**src/rtl/rv32_mod_load_store_unit.sv**
```systemverilog
// RV32 load/store unit: accepts one decoded memory access, drives a simple
// req/ack bus, aligns and extends load data, and flags misaligned, illegal or timed-out accesses.
module rv32_mod_load_store_unit #(
  parameter int unsigned TIMEOUT_CYCLES = 255
) (
  input  logic        clk,
  input  logic        rst_n,
  input  logic        req_valid,
  input  logic [3:0]  ram_req,
  input  logic        ram_wr,
  input  logic [31:0] addr,
  input  logic [31:0] wdata,
  output logic        busy,
  output logic        done,
  output logic        err,
  output logic [31:0] rdata,
  output logic        mem_req,
  output logic        mem_we,
  output logic [31:0] mem_addr,
  output logic [3:0]  mem_be,
  output logic [31:0] mem_wdata,
  input  logic        mem_ack,
  input  logic [31:0] mem_rdata
);

  typedef enum logic [1:0] {
    S_IDLE,
    S_ACCESS,
    S_RESP
  } state_t;

  localparam logic [16:0] TMO_LIMIT = 17'(TIMEOUT_CYCLES);

  state_t      state_q, state_d;
  logic [31:0] addr_q, addr_d;
  logic [2:0]  f3_q, f3_d;
  logic        wr_q, wr_d;
  logic [31:0] wdata_q, wdata_d;
  logic [15:0] cnt_q, cnt_d;
  logic [31:0] rdata_q, rdata_d;
  logic        fail_q, fail_d;

  logic        req_legal;
  logic        req_aligned;
  logic [16:0] cnt_inc;
  logic [31:0] lane_data;
  logic [31:0] load_ext;
  logic [3:0]  be_calc;
  logic [31:0] wdata_rep;
  logic        in_access;

  // Bit 3 of ram_req carries no meaning for this unit.
  logic unused_ram_req3;
  assign unused_ram_req3 = ram_req[3];

  always_comb begin
    req_legal = 1'b0;
    if (ram_wr) begin
      req_legal = (ram_req[2:0] == 3'b000) || (ram_req[2:0] == 3'b001) ||
                  (ram_req[2:0] == 3'b010);
    end else begin
      req_legal = (ram_req[2:0] == 3'b000) || (ram_req[2:0] == 3'b001) ||
                  (ram_req[2:0] == 3'b010) || (ram_req[2:0] == 3'b100) ||
                  (ram_req[2:0] == 3'b101);
    end
  end

  always_comb begin
    req_aligned = 1'b1;
    case (ram_req[1:0])
      2'b01:   req_aligned = (addr[0] == 1'b0);
      2'b10:   req_aligned = (addr[1:0] == 2'b00);
      default: req_aligned = 1'b1;
    endcase
  end

  assign cnt_inc   = {1'b0, cnt_q} + 17'd1;
  assign lane_data = mem_rdata >> {addr_q[1:0], 3'b000};

  always_comb begin
    load_ext = lane_data;
    case (f3_q)
      3'b000:  load_ext = {{24{lane_data[7]}}, lane_data[7:0]};
      3'b001:  load_ext = {{16{lane_data[15]}}, lane_data[15:0]};
      3'b100:  load_ext = {24'd0, lane_data[7:0]};
      3'b101:  load_ext = {16'd0, lane_data[15:0]};
      default: load_ext = lane_data;
    endcase
  end

  always_comb begin
    be_calc   = 4'b1111;
    wdata_rep = wdata_q;
    case (f3_q[1:0])
      2'b00: begin
        be_calc   = 4'b0001 << addr_q[1:0];
        wdata_rep = {4{wdata_q[7:0]}};
      end
      2'b01: begin
        be_calc   = 4'b0011 << addr_q[1:0];
        wdata_rep = {2{wdata_q[15:0]}};
      end
      default: begin
        be_calc   = 4'b1111;
        wdata_rep = wdata_q;
      end
    endcase
  end

  always_comb begin
    state_d = state_q;
    addr_d  = addr_q;
    f3_d    = f3_q;
    wr_d    = wr_q;
    wdata_d = wdata_q;
    cnt_d   = cnt_q;
    rdata_d = rdata_q;
    fail_d  = fail_q;
    case (state_q)
      S_IDLE: begin
        if (req_valid) begin
          addr_d  = addr;
          f3_d    = ram_req[2:0];
          wr_d    = ram_wr;
          wdata_d = wdata;
          cnt_d   = 16'd0;
          if (req_legal && req_aligned) begin
            fail_d  = 1'b0;
            state_d = S_ACCESS;
          end else begin
            fail_d  = 1'b1;
            state_d = S_RESP;
          end
        end
      end
      S_ACCESS: begin
        // An ack in the final allowed cycle still wins over the timeout.
        if (mem_ack) begin
          if (!wr_q) begin
            rdata_d = load_ext;
          end
          fail_d  = 1'b0;
          state_d = S_RESP;
        end else begin
          cnt_d = cnt_inc[15:0];
          if (cnt_inc == TMO_LIMIT) begin
            fail_d  = 1'b1;
            state_d = S_RESP;
          end
        end
      end
      S_RESP: begin
        state_d = S_IDLE;
      end
      default: begin
        state_d = S_IDLE;
      end
    endcase
  end

  always_ff @(posedge clk or negedge rst_n) begin
    if (!rst_n) begin
      state_q <= S_IDLE;
      addr_q  <= 32'd0;
      f3_q    <= 3'd0;
      wr_q    <= 1'b0;
      wdata_q <= 32'd0;
      cnt_q   <= 16'd0;
      rdata_q <= 32'd0;
      fail_q  <= 1'b0;
    end else begin
      state_q <= state_d;
      addr_q  <= addr_d;
      f3_q    <= f3_d;
      wr_q    <= wr_d;
      wdata_q <= wdata_d;
      cnt_q   <= cnt_d;
      rdata_q <= rdata_d;
      fail_q  <= fail_d;
    end
  end

  // Bus outputs come straight from state so reset removes mem_req immediately.
  assign in_access = (state_q == S_ACCESS);
  assign mem_req   = in_access;
  assign mem_we    = in_access & wr_q;
  assign mem_addr  = in_access ? {addr_q[31:2], 2'b00} : 32'd0;
  assign mem_be    = in_access ? be_calc : 4'd0;
  assign mem_wdata = in_access ? wdata_rep : 32'd0;

  assign busy  = (state_q != S_IDLE);
  assign done  = (state_q == S_RESP) & ~fail_q;
  assign err   = (state_q == S_RESP) & fail_q;
  assign rdata = rdata_q;

endmodule

```
**config.mk**
```make
export PLATFORM = sky130hd
export DESIGN_NAME = rv32_mod_load_store_unit
export DESIGN_NICKNAME = d
export VERILOG_FILES = /design/src/rtl/rv32_mod_load_store_unit.sv
export SDC_FILE = /design/constraint.sdc
export NUM_CORES = 1
export LEC_CHECK = 0
export BUFFER_PORTS_ARGS = -buffer_cell sky130_fd_sc_hd__buf_4
export CAP_MARGIN = 20
export CORE_MARGIN = 2
export CORE_UTILIZATION = 46
export DETAILED_ROUTE_END_ITERATION = 8
export GPL_TIMING_DRIVEN = 1
export PLACE_DENSITY = 0.77
export SYNTH_ARGS = -nofsm -noshare
export SYNTH_HDL_FRONTEND = slang
export SYNTH_SLANG_ARGS = --single-unit
```
**constraint.sdc**
```tcl
create_clock -name clk -period 1.82 [get_ports clk]
set_input_delay 0.182 -clock clk [delete_from_list [all_inputs] [get_ports clk]]
set_output_delay 0.182 -clock clk [all_outputs]
set_load 0.01 [all_outputs]
```
# Yosys cells after proc, flatten, opt, wreduce, memory -nomap -nowiden
# Index checks and enable logic that the tools add are counted.
[op_classes] mux=21 mul=0 n_lt_le_gt_ge=0 eq_ne=16 n_div=0 n_reduce_logical=17 addsub=1 shift=3 n_bitwise=6
[op_table] cell="$pmux 32 s4" count=1
[op_table] cell="$mux 32" count=2
[op_table] cell="$pmux 32 s2" count=1
[op_table] cell="$mux 16" count=2
[op_table] cell="$pmux 16 s2" count=1
[op_table] cell="$shr 32x5->32" count=1
[op_table] cell="$add 16x1->17 const B" count=1
[op_table] cell="$eq 17x8->1 const B" count=1
[op_table] cell="$eq 3x3->1 const B" count=4
[op_table] cell="$reduce_and 3->1" count=3
[op_table] cell="$mux 2" count=4
[op_table] cell="$pmux 4 s2" count=1
[op_table] cell="$eq 2x1->1 const B" count=3
[op_table] cell="$eq 3x1->1 const B" count=2
[op_table] cell="$logic_not 2->1" count=3
[op_table] cell="$logic_not 3->1" count=2
[op_table] cell="$mux 1" count=5
[op_table] cell="$eq 2x2->1 const B" count=2
[op_table] cell="$logic_or 1x1->1" count=4
[op_table] cell="$mux 4" count=1
[op_table] cell="$ne 2x2->1 const B" count=2
[op_table] cell="$pmux 1 s2" count=2
[op_table] cell="$pmux 2 s2" count=1
[op_table] cell="$reduce_and 2->1" count=2
[op_table] cell="other kinds (8)" count=13
[word_totals] elab_cells=72 output_inout_bits=105 ram_bits=0 n_memories=0 in_bits=105 latch_bits=0 romBits=0 regBits=119

# Longest topological paths before layout
[logic_depth] depth_word=10 ltp_mapped=9 ltp_nobuf=8

# Worst setup path before layout
# OpenSTA, ideal clock, no wires.
[synth_path] path_type="register -> register" startpoint="register cnt_q[0]" endpoint="register state_q[0]" arrival_time_ns=1.684 setup_ns=0.140 path_stages_with_launch=8 n_path_buf=0 slack_ns=-0.004 cell_sequence="dfrtp_1 ha_1 nand2_1 nor2_1 nand3_1 xnor2_1 nor4_2 o22ai_1"
[synth_via] elab_chain_len=4
[synth_lines] item="from (decl)" line="39" text="logic [15:0] cnt_q, cnt_d;"
[synth_lines] item="from (signal assigned)" line="177" text="cnt_q <= cnt_d;"
[synth_lines] item="$add 16x1->17" line="77" text="assign cnt_inc = {1'b0, cnt_q} + 17'd1;"
[synth_lines] item="$eq 17x8->1" line="146" text="if (cnt_inc == TMO_LIMIT) begin"
[synth_lines] item="$ne 3x2->1 (no source line)"
[synth_lines] item="$reduce_and 2->1 (no source line)"
[synth_lines] item="to (signal assigned)" line="172" text="state_q <= state_d;"
[synth_lines] item="to (decl)" line="34" text="state_t state_q, state_d;"
# Every way passes these cells.
# A chain may end at the register's enable or synchronous reset.

# Final worst setup path
# Ends and elaborated chain as after synthesis.

==> impl_metrics.toml <==
[logic_synthesis]
synth_fa_ha_area_share_pct = 0.992
synth-compound-area-share_pct = 11.6
syn-mean-instance-area_um2 = 9.91
synth-seq-area-share_pct = 47.2
synthXorXnorAreaFrac_pct = 0.695
dominant_combinational_cell_family_by_area_after_synthesis = "multiplexers"
synthCells = 636
synth.yosys.warnings = 0
synth-seq-cells = 119
most_used_flip_flop_cell_after_synthesis = "dfrtp_1"
synth_enable_flop_cells = 0
synth.distinct_cells = 49
fraction_of_post_synthesis_cell_area_in_the_top_cell_type_by_area_pct = 47.2
yosys.area_share.simple_pct = 16.8
synth.top_cells.by_area = "dfrtp_1, mux2_2, mux2i_1"
synth_async_sr_flop_share_pct = 100
synthesis.area_um2 = 6300
yosys_top_cell_by_area = "dfrtp_1"
synth_mux_area_share_pct = 18.1

[routing]
drt_pre_antenna_iters = 5
antenna_violating_nets_post_route = 0
vias_per_cell = 5.60
routed_wire_length_per_instance_um = 18.8
aggregate_routed_wire_length_um = 21000
drt_iter0_drc = 381
drc = 0
num_vias = 6271

[power_and_ir_drop]
power.static_leakage_nw = 4.69
ir_worst_vdd_mv = 0.775
power_density_of_the_placed_cells_nw_per_um2 = 1180

[outcome]
status = "finished, violations left"
failed_checks = "negative setup slack"

[global_routing]
grt_remaining_overflow = 0
number_of_antenna_violations_at_the_first_check_in_global_routing = 0
maximum_number_of_pins_on_one_net_before_global_route_repair = 44
grt_pass1_wl_um = 32800
global_route.usage.total_pct = 28.7
grt_pass1_vias = 6494

[die]
io-pin-count = 210
initial_core_utilization_pct = 47.4
fp.coreArea_um2 = 13300
rows = 42
die_width_um = 121
floorplan.die_area_um2 = 14700
die-height_um = 121

[clock_network]
ctsHtreeMaxLevel = 4
tritoncts = "yes"
cts_root_buffer = "clkbuf_16"
numClockSinks = 119
cts-buffers-inserted = 17
clock_latency_ns = 0.42
cts.path.max_buffers = 2
clkTransAtPathRegs_ns = 0.06

[job]
max-cap-violations = 0

[finish]
post-route-util_pct = 72.9
number_of_cells_in_the_finished_layout_apart_from_fillers = 1120
antenna_fix_cells = 0
mostFrequentLayoutCell = "buf_4"
area_growth_from_synthesis_to_layout_pct = 53.6
layout_common_cells = "buf_4, dfrtp_1, mux2_2"
final_nets = 1041
share_of_post_route_cells_with_drive_strength_above_1_pct = 42.3

[timing]
worst_hold_slack_ns = 0.0130
final_critical_path_share_of_the_clock_period_pct = 103
hold_viol_final = 0
timing.clock.skew_ns = 0.00648
timing.final.max_slew_violations = 0
achievable-frequency_mhz = 535
finalSetupViolations = 3
period_minus_slack_ns = 1.87
grt_setup_unrepaired = "yes"
timing.final.ws_setup_ns = -0.0483

[worst_setup_path]
worst_setup_path_type = "register to register"
crit_path_cell_trace = "buf_6 > inv_2 > ha_2 > nand4_1 > nor3_2 > o2111ai_1 > nor4_2 > o22ai_1"
cpPeakStageDelay_ns = 0.41
critical_path_required_ns = 2.10
worstSetupEndpointType = "register"
crit_fanout = 4
crit_slowest_cell = "dfrtp_1"
crit_arrival_ns = 2.15
worst_setup_path_start_kind = "register"

[placed_design]
hpwlAfterDp_um = 13500
placed_instance_count = 1020
placement.io_buffers = 206
detailedPlace.worstSlack_ns = -0.0137
routabilityCongestion = 0.858

[hold_path]
hold_class = "input port to register"
per-stage QoR:
stage | power (mW) | TNS (ns) | area (um^2)
after floorplan | 5.97 | 0 | 6310
after global placement | 7.51 | 0 | 8290
after detailed placement | 7.68 | -0.0137 | 8290
after CTS | 11.2 | -0.0366 | 9510
final | 11.4 | -0.106 | 9690
after global routing | 12.0 | -1.52 | 9690
where the power goes:
part | internal [mW] | switching (mW)
Combinational | 2.11 | 1.84
Sequential | 3.47 | 0.631
Clock | 2.15 | 1.23
Total | 7.73 | 3.70
cells by family (layout without fill, tap and decap cells):
group / Yosys count / after routing
AND/OR/NAND/NOR: 213 / 213
AO/OA/AOI/OAI: 126 / 126
adder cells (fa/ha/maj): 5 / 5
multiplexers: 105 / 105
flip-flops: 119 / 119
buffers and inverters: 62 / 369
XOR/XNOR: 5 / 5
other: 1 / 2
registers in the layout, summed over array words and instances (netlist names):
| name | count |
|---|---|
| addr_q | 32 |
| rdata | 32 |
| wdata_q | 32 |
| cnt_q | 16 |
| f3_q | 3 |
| state_q | 2 |
| fail_q | 1 |
| wr_q | 1 |
cell type report:
cell class                 count  area (um^2)
clock buffer                  20          437
inverter                      11         45.0
clock inverter                12          153
tap                          176          220
timing repair buffer         326         2730
fill                         919         3610
sequential                   119         2980
multi-input combinational    456         3120
timing repair:
| item | CTS | global route |
|---|---|---|
| gates cloned | 0 | 2 |
| hold buffers | 58 | 0 |
| endpoints found under the setup margin | 28 | 73 |
| buffers inserted | 2 | 6 |
| resized for setup | 11 | 23 |
| pin swaps | 0 | 12 |
| endpoints found under the hold margin | 84 | 0 |
worst max-delay path: cells and delay by family, from the launching register on:
family	cells	cell delay (ns)
fa+ha+maj	1	0.16
simple gates	3	0.74
compound gates	2	0.25
buf+inv	2	0.18
flops	1	0.41
final timing paths:
kind,start,cells past startpoint,slack [ns],to
min,addr[31],2,0.01,addr_q[31]$_DFFE_PN0P_
max reg2reg,cnt_q[0]$_DFFE_PN0P_,8,-0.05,state_q[0]$_DFFE_PN0P_
max,cnt_q[0]$_DFFE_PN0P_,8,-0.05,state_q[0]$_DFFE_PN0P_
min in group asynchronous,rst_n,2,0.24,rdata[4]$_DFFE_PN0P_
min reg2reg,addr_q[6]$_DFFE_PN0P_,1,0.51,addr_q[6]$_DFFE_PN0P_
max in group asynchronous,rst_n,3,0.95,wdata_q[6]$_DFFE_PN0P_
layer usage:
metal | vias to the layer above | global-route usage, % | share of wire (%)
met5 | - | 0 | 0
met4 | 0 | 13.5 | 3.5
met3 | 67 | 9.16 | 8.5
met2 | 303 | 48.6 | 50
met1 | 3080 | 33.0 | 38
li1 | 2821 | - | -
cells in the mapped netlist, types with 2 or more instances:
cell and n:
nand2b_1 2, buf_4 3, clkbuf_1 29, mux2i_1 33, nand4_4 2, buf_2 13
dfrtp_1 119, buf_6 2, nor3_1 6, a31oi_1 4, o21a_1 2, a211oi_1 8
buf_1 2, inv_1 11, o22a_1 8, nand3_1 6, a21o_1 2, and3_1 44
nor2b_1 10, mux2_2 72, a21oi_1 50, xnor2_1 5, o21ai_0 41, ha_1 5
nor2_1 69, nand4_1 4, nand2_1 60, o31ai_1 3
Note: power is estimated with default switching activity, not from simulation.
